--- src/rtl/aurora_pkg.sv ---
// Shared definitions for the execute-stage M-extension unit:
// operand width, func3/func7 decode constants and the FSM state encoding.
package aurora_pkg;

  localparam int XLEN = 64;

  localparam logic [2:0] F3_MUL    = 3'b000;
  localparam logic [2:0] F3_MULH   = 3'b001;
  localparam logic [2:0] F3_MULHSU = 3'b010;
  localparam logic [2:0] F3_MULHU  = 3'b011;
  localparam logic [2:0] F3_DIV    = 3'b100;
  localparam logic [2:0] F3_DIVU   = 3'b101;
  localparam logic [2:0] F3_REM    = 3'b110;
  localparam logic [2:0] F3_REMU   = 3'b111;

  localparam logic [6:0] F7_MULDIV = 7'b0000001;

  typedef enum logic [1:0] {
    ST_IDLE = 2'd0,
    ST_BUSY = 2'd1,
    ST_DONE = 2'd2
  } state_e;

endpackage

--- src/rtl/ex_muldiv_unit.sv ---
// Iterative RV64M multiply/divide unit in the execute stage.
// Operates on operand magnitudes: shift-add for multiply, restoring
// shift-subtract for divide (one bit per clock), then applies the sign fix
// on the final iteration. Stalls the front of the pipeline while working
// and emits a one-cycle registered done pulse with the result.
// Build option: MULDIV_EARLY_OUT_EN lets divide-by-zero and signed overflow
// finish straight from IDLE (latency 1); otherwise they take the full
// XLEN iterations and produce the same result.
module ex_muldiv_unit
  import aurora_pkg::*;
(
  input  logic            CLK,
  input  logic            RST,
  input  logic            start_in,
  input  logic [2:0]      func3_in,
  input  logic [XLEN-1:0] R1out_in,
  input  logic [XLEN-1:0] R2out_in,
  input  logic [4:0]      WReg1_in,
  output logic            stall_out,
  output logic            busy_out,
  output logic            done_out,
  output logic [XLEN-1:0] result_out,
  output logic [4:0]      WReg1_out,
  output logic            WRegEn_out
);

  localparam int CNT_W = $clog2(XLEN);
  localparam logic [CNT_W-1:0] LAST_IT = CNT_W'(XLEN - 1);

  // Absolute value when the operand is interpreted as signed.
  function automatic logic [XLEN-1:0] mag(input logic [XLEN-1:0] x, input logic is_signed);
    mag = (is_signed && x[XLEN-1]) ? -x : x;
  endfunction

  // One shift-add step: acc = {partial_hi, multiplier_lo}.
  function automatic logic [2*XLEN-1:0] mul_step(input logic [2*XLEN-1:0] acc,
                                                 input logic [XLEN-1:0]   mcand);
    logic [XLEN:0] sum;
    sum = {1'b0, acc[2*XLEN-1:XLEN]} + (acc[0] ? {1'b0, mcand} : '0);
    mul_step = {sum, acc[XLEN-1:1]};
  endfunction

  // One restoring step: acc = {remainder, dividend/quotient}.
  function automatic logic [2*XLEN-1:0] div_step(input logic [2*XLEN-1:0] acc,
                                                 input logic [XLEN-1:0]   dvs);
    logic [XLEN:0] rem_sh;
    logic [XLEN:0] diff;
    rem_sh = acc[2*XLEN-1:XLEN-1];
    diff   = rem_sh - {1'b0, dvs};
    if (!diff[XLEN]) div_step = {diff[XLEN-1:0], acc[XLEN-2:0], 1'b1};
    else             div_step = {rem_sh[XLEN-1:0], acc[XLEN-2:0], 1'b0};
  endfunction

  // Sign fix and result selection once all iterations are done.
  // Divide by zero only needs the quotient forced: the restoring loop already
  // leaves the dividend magnitude as remainder, and signed overflow falls out
  // of the magnitude arithmetic naturally.
  function automatic logic [XLEN-1:0] finish(input logic [2:0]        op,
                                             input logic [2*XLEN-1:0] acc,
                                             input logic              neg,
                                             input logic              rneg,
                                             input logic              divz);
    logic [2*XLEN-1:0] prod;
    logic [XLEN-1:0]   quo;
    logic [XLEN-1:0]   rem;
    prod = neg  ? -acc : acc;
    quo  = neg  ? -acc[XLEN-1:0] : acc[XLEN-1:0];
    rem  = rneg ? -acc[2*XLEN-1:XLEN] : acc[2*XLEN-1:XLEN];
    case (op)
      F3_MUL:                       finish = prod[XLEN-1:0];
      F3_MULH, F3_MULHSU, F3_MULHU: finish = prod[2*XLEN-1:XLEN];
      F3_DIV, F3_DIVU:              finish = divz ? '1 : quo;
      default:                      finish = rem;
    endcase
  endfunction

`ifdef MULDIV_EARLY_OUT_EN
  localparam logic [XLEN-1:0] SMIN = {1'b1, {(XLEN-1){1'b0}}};

  // Architecturally defined results for the cases that bypass iteration.
  function automatic logic [XLEN-1:0] early_result(input logic [2:0]      op,
                                                   input logic [XLEN-1:0] r1,
                                                   input logic            divz);
    case (op)
      F3_DIV:  early_result = divz ? '1 : SMIN;
      F3_DIVU: early_result = '1;
      F3_REM:  early_result = divz ? r1 : '0;
      default: early_result = r1;
    endcase
  endfunction
`endif

  state_e                state_q, state_d;
  logic [CNT_W-1:0]      cnt_q, cnt_d;
  logic [2:0]            op_q, op_d;
  logic [4:0]            wreg_q, wreg_d;
  logic [XLEN-1:0]       dvs_q, dvs_d;
  logic [2*XLEN-1:0]     acc_q, acc_d;
  logic                  neg_q, neg_d;
  logic                  rneg_q, rneg_d;
  logic                  divz_q, divz_d;
  logic [XLEN-1:0]       result_q, result_d;
  logic                  done_q, done_d;

  logic                  rs1_signed, rs2_signed;
  logic                  rs1_neg, rs2_neg;
  logic [XLEN-1:0]       rs1_mag, rs2_mag;
  logic                  div_op_in, div_zero_in;
  logic [2*XLEN-1:0]     step;

  assign rs1_signed  = (func3_in == F3_MULH) || (func3_in == F3_MULHSU) ||
                       (func3_in == F3_DIV)  || (func3_in == F3_REM);
  assign rs2_signed  = (func3_in == F3_MULH) || (func3_in == F3_DIV) || (func3_in == F3_REM);
  assign rs1_neg     = rs1_signed & R1out_in[XLEN-1];
  assign rs2_neg     = rs2_signed & R2out_in[XLEN-1];
  assign rs1_mag     = mag(R1out_in, rs1_signed);
  assign rs2_mag     = mag(R2out_in, rs2_signed);
  assign div_op_in   = func3_in[2];
  assign div_zero_in = div_op_in && (R2out_in == '0);
  assign step        = op_q[2] ? div_step(acc_q, dvs_q) : mul_step(acc_q, dvs_q);

`ifdef MULDIV_EARLY_OUT_EN
  logic div_ovf_in;
  assign div_ovf_in = ((func3_in == F3_DIV) || (func3_in == F3_REM)) &&
                      (R1out_in == SMIN) && (R2out_in == '1);
`endif

  // Next-state: capture in IDLE, iterate in BUSY, single-cycle DONE.
  always_comb begin
    state_d  = state_q;
    cnt_d    = cnt_q;
    op_d     = op_q;
    wreg_d   = wreg_q;
    dvs_d    = dvs_q;
    acc_d    = acc_q;
    neg_d    = neg_q;
    rneg_d   = rneg_q;
    divz_d   = divz_q;
    result_d = result_q;
    done_d   = 1'b0;
    case (state_q)
      ST_IDLE: begin
        if (start_in) begin
          op_d    = func3_in;
          wreg_d  = WReg1_in;
          neg_d   = rs1_neg ^ rs2_neg;
          rneg_d  = rs1_neg;
          divz_d  = div_zero_in;
          cnt_d   = '0;
          dvs_d   = div_op_in ? rs2_mag : rs1_mag;
          acc_d   = {{XLEN{1'b0}}, (div_op_in ? rs1_mag : rs2_mag)};
          state_d = ST_BUSY;
`ifdef MULDIV_EARLY_OUT_EN
          if (div_zero_in || div_ovf_in) begin
            state_d  = ST_DONE;
            done_d   = 1'b1;
            result_d = early_result(func3_in, R1out_in, div_zero_in);
          end
`endif
        end
      end
      ST_BUSY: begin
        acc_d = step;
        cnt_d = cnt_q + CNT_W'(1);
        if (cnt_q == LAST_IT) begin
          state_d  = ST_DONE;
          done_d   = 1'b1;
          result_d = finish(op_q, step, neg_q, rneg_q, divz_q);
        end
      end
      ST_DONE: state_d = ST_IDLE;
      default: state_d = ST_IDLE;
    endcase
  end

  // State and datapath registers, all cleared by synchronous reset.
  always_ff @(posedge CLK) begin
    if (RST) begin
      state_q  <= ST_IDLE;
      cnt_q    <= '0;
      op_q     <= '0;
      wreg_q   <= '0;
      dvs_q    <= '0;
      acc_q    <= '0;
      neg_q    <= 1'b0;
      rneg_q   <= 1'b0;
      divz_q   <= 1'b0;
      result_q <= '0;
      done_q   <= 1'b0;
    end else begin
      state_q  <= state_d;
      cnt_q    <= cnt_d;
      op_q     <= op_d;
      wreg_q   <= wreg_d;
      dvs_q    <= dvs_d;
      acc_q    <= acc_d;
      neg_q    <= neg_d;
      rneg_q   <= rneg_d;
      divz_q   <= divz_d;
      result_q <= result_d;
      done_q   <= done_d;
    end
  end

  assign stall_out  = start_in && !done_q;
  assign busy_out   = (state_q == ST_BUSY);
  assign done_out   = done_q;
  assign WRegEn_out = done_q;
  assign result_out = result_q;
  assign WReg1_out  = wreg_q;

endmodule

--- config.mk ---
export PLATFORM = sky130hd
export DESIGN_NAME = ex_muldiv_unit
export DESIGN_NICKNAME = d
export VERILOG_FILES = /design/src/rtl/aurora_pkg.sv /design/src/rtl/ex_muldiv_unit.sv
export SDC_FILE = /design/constraint.sdc
export NUM_CORES = 2
export LEC_CHECK = 0
export ABC_CLOCK_PERIOD_IN_PS = 6720
export CAP_MARGIN = 10
export CORE_MARGIN = 3
export CORE_UTILIZATION = 35
export DETAILED_ROUTE_END_ITERATION = 10
export HOLD_SLACK_MARGIN = 0.03
export PLACE_DENSITY_LB_ADDON = 0.08
export SLEW_MARGIN = 40
export SYNTH_ARGS = -nofsm -noshare
export SYNTH_HDL_FRONTEND = slang
export SYNTH_SLANG_ARGS = --single-unit
--- constraint.sdc ---
create_clock -name CLK -period 6.72 [get_ports CLK]
set_input_delay 1.008 -clock CLK [delete_from_list [all_inputs] [get_ports CLK]]
set_output_delay 1.008 -clock CLK [all_outputs]
set_load 0.01 [all_outputs]
==> results.py <==
metrics = {
    "route": {
        "first_iter_violations": 4925,
        "route.met3.wl_mm": 16.70,
        "route.antenna.remaining_nets": 0,
        "met1Wirelength_mm": 75.86,
        "vias": 38700,
        "maxUsedRoutingLayer": "met5",
        "wl_per_cell_um": 29.80,
        "drt_first_pass_iters": 6,
        "routed_via_density": 6.353,
        "drc": 0,
        "wl_met2_mm": 77.17,
        "totalWireLength_mm": 181.5,
    },
    "critical_path": {
        "cp.required_ns": 7.21,
        "path_max_fanout": 32,
        "arrival_ns": 6.92,
        "worstSetupPathType": "flop to flop",
        "critPathLaunchType": "flop",
        "end_kind": "flop",
    },
    "floorplanning": {
        "chipWidth_um": 308.1,
        "dieArea_mm2": 0.09493,
        "io_pins": 212,
        "die_h_um": 308.1,
        "num_rows": 110,
        "coreArea_mm2": 0.09029,
        "start_util_pct": 35.38,
    },
    "synthesis": {
        "synth_top_family_by_area": "compound AO/OA/AOI/OAI gates",
        "synth_seq_cells": 276,
        "muxShareOfSynthArea_pct": 3.384,
        "yosys.area_share.xor_xnor_pct": 8.609,
        "synth.distinct_cells": 113,
        "synth_warnings": 0,
        "synth-adder-area-share_pct": 5.335,
        "avgSynthCellArea_um2": 6.846,
        "synth_top_area_share_pct": 17.30,
        "synth-edff-count": 0,
        "synth_top_area_cell": "dfxtp_1",
        "ys.flop_type": "dfxtp_1",
        "netlist_instances": 4666,
        "syn_nets": 4940,
        "ys_seq_area_share_pct": 17.30,
        "synth_compound_area_share_pct": 31.72,
        "synth_area_leaders": "dfxtp_1 17%, a21oi_1 7.6%, nand2_1 6.3%",
        "mappedNetlistArea_mm2": 0.03194,
        "async_flop_share_pct": 0,
        "synth-simple-area-share_pct": 27.77,
    },
    "sta": {
        "min_period_ns": 6.433,
        "setup_ws_ns": 0.2870,
        "fin_crit_sh_pct": 95.73,
        "slew_headroom_pct": 33.53,
        "final_max_slew_viol_count": 0,
        "setup_viol": 0,
        "holdWs_ns": 0.4419,
        "hold_violations": 0,
        "fin_skew_ns": 0.04210,
        "fmax_mhz": 155.4,
        "tightest_slew_ns": 0.9927,
    },
    "cts": {
        "cts_tree": "built",
        "clkLatencyLatePin_ns": 0.62,
        "cts-root-buf": "clkbuf_16",
        "numCtsBuffers": 39,
        "path_clk_slew_ns": 0.06,
        "ctsLongestPathBuffers": 3,
        "cts_sinks": 276,
        "htree_levels": 2,
        "ctsHoldBuffers": 0,
    },
    "final_layout": {
        "n_antenna_cell": 0,
        "final_nets": 5159,
        "areaGrowthSynthToFinish_pct": 19.14,
        "drive_gt1_share_pct": 10.76,
        "post-route-util_pct": 42.15,
    },
    "placement": {
        "hpwlAfterDp_mm": 146.3,
        "gp_congestion": 1.019,
        "place_ws_ns": 0.3184,
        "port_buffers": 211,
    },
    "power": {
        "p_leak_nw": 14.23,
        "irDropWorstVdd_v": 0.0001557,
        "powerDensity_mw_per_mm2": 202.4,
    },
    "hold_path": {
        "min_path_type": "flop to flop",
    },
    "global_routing": {
        "overflow": 0,
        "grt_pass1_vias": 35730,
        "grt_usage_pct": 36.69,
        "antenna_found_initial": 5,
        "grt_max_degree": 138,
        "grt_pass1_wl_mm": 256.5,
    },
    "run": {
        "cap_viol_max_count": 0,
    },
    "outcome": {
        "status": "completed",
    },
}
-- worst paths after layout --
check	to	depth (start not counted)	slack, ns	startpoint
worst max-delay path	result_out[42]	23	0.29	acc_q[63]
worst min-delay path	result_out[34]	2	0.44	result_out[34]
worst min register to register	result_out[34]	2	0.44	result_out[34]
worst max register to register	result_out[42]	23	0.29	acc_q[63]
-- kinds of logic (layout without fill, tap and decap cells) --
group	count (synthesis)	after routing
compound gates	1548	1548
fa+ha+maj	135	135
xor+xnor	314	314
buf+inv	456	705
simple gates	1835	1835
flops	276	276
mux	102	102
-- worst max-delay path, cell delays in order, from the launching register on --
cell,delay [ns]
dfxtp_1,0.33
inv_1,0.05
ha_1,0.20
fa_1,0.41
nand2b_1,0.19
a21oi_1,0.25
o211ai_1,0.22
a211o_1,0.39
nand2_1,0.15
a22o_4,0.13
buf_4,0.46
nor2_4,0.11
buf_12,0.19
o311a_1,0.32
inv_1,0.16
ha_1,0.19
inv_1,0.12
nor4_1,0.30
o2111a_1,0.26
nand4_1,0.48
or2_2,0.58
o41ai_1,0.49
and4_1,0.25
nor3_1,0.05
-- placed cells by master (no fill, tap or decap), types with 29 or more instances in the layout --
master           instances
clkdlybuf4s50_1        209
and2_1                  90
nor4_1                  48
nand2b_1                35
nor3_1                 124
nand2_1                536
or3_1                   64
o21a_1                  46
xnor2_1                189
nor2_1                 502
mux2i_1                 54
mux2_2                  48
o31ai_1                 72
a31oi_1                 69
o21ai_0                298
xor2_1                 125
a21o_1                  48
inv_1                  120
buf_4                  286
ha_1                   129
o211ai_1               104
nand3_1                132
nand4_1                105
dfxtp_1                273
clkbuf_16               39
nor2b_1                 29
a21oi_1                482
a221oi_1                51
a211oi_1                58
-- stage by stage --
stage | power, mW | cell area (um2) | std cells | setup TNS (ns)
floorplan | 3.754 | 31940 | 4666 | 0
global placement | 5.265 | 36470 | 6014 | 0
detailed placement | 5.263 | 36610 | 6018 | 0
CTS | 7.591 | 38000 | 6089 | 0
global route | 7.945 | 38060 | 6091 | -0.02525
finish | 7.705 | 38060 | 6091 | 0
-- power by group --
group	internal (mW)	total, mW	switching (mW)
combinational	1.18	3.56	2.37
clock	1.38	2.33	0.946
sequential	1.72	1.82	0.0997
total	4.29	7.70	3.42
-- layer usage --
metal | track usage, % | vias up
met5 | 0 | -
met4 | 20.10 | 4
met3 | 7.272 | 364
met2 | 55.79 | 1968
met1 | 48.65 | 18690
li1 | - | 17680
-- synthesized netlist by cell type (48+ instances only) --
library cell / number
clkbuf_1: 248
nand3_1: 133
a31oi_1: 69
a21o_1: 48
xor2_1: 125
o211ai_1: 104
nor3_1: 126
nor2_1: 506
a221oi_1: 51
mux2_2: 48
nand2_1: 537
a21oi_1: 484
dfxtp_1: 276
xnor2_1: 189
nand4_1: 105
ha_1: 133
inv_1: 122
mux2i_1: 54
a211oi_1: 69
nor4_1: 49
o21ai_0: 303
or3_1: 64
o31ai_1: 72
and2_1: 90
-- cell type report --
type	instances	area, um2
Timing Repair Buffer	510	4483
Multi-Input combinational cell	3934	24720
Clock buffer	53	1099
Inverter	124	466.7
Sequential cell	276	5532
Fill cell	9646	52230
Tap cell	1176	1471
Clock inverter	18	285.3
-- sequential cells by signal, indices dropped and copies added (netlist names) --
name,count
acc_q,128
dvs_q,64
result_out,64
cnt_q,6
WReg1_out,5
op_q,3
state_q,2
WRegEn_out,1
divz_q,1
neg_q,1
rneg_q,1
-- repair_timing --
action | in CTS | in global routing
setup endpoints to repair | 0 | 13
resized for setup | 0 | 8
setup buffers | 0 | 1
(Power assumes the default switching activity.)
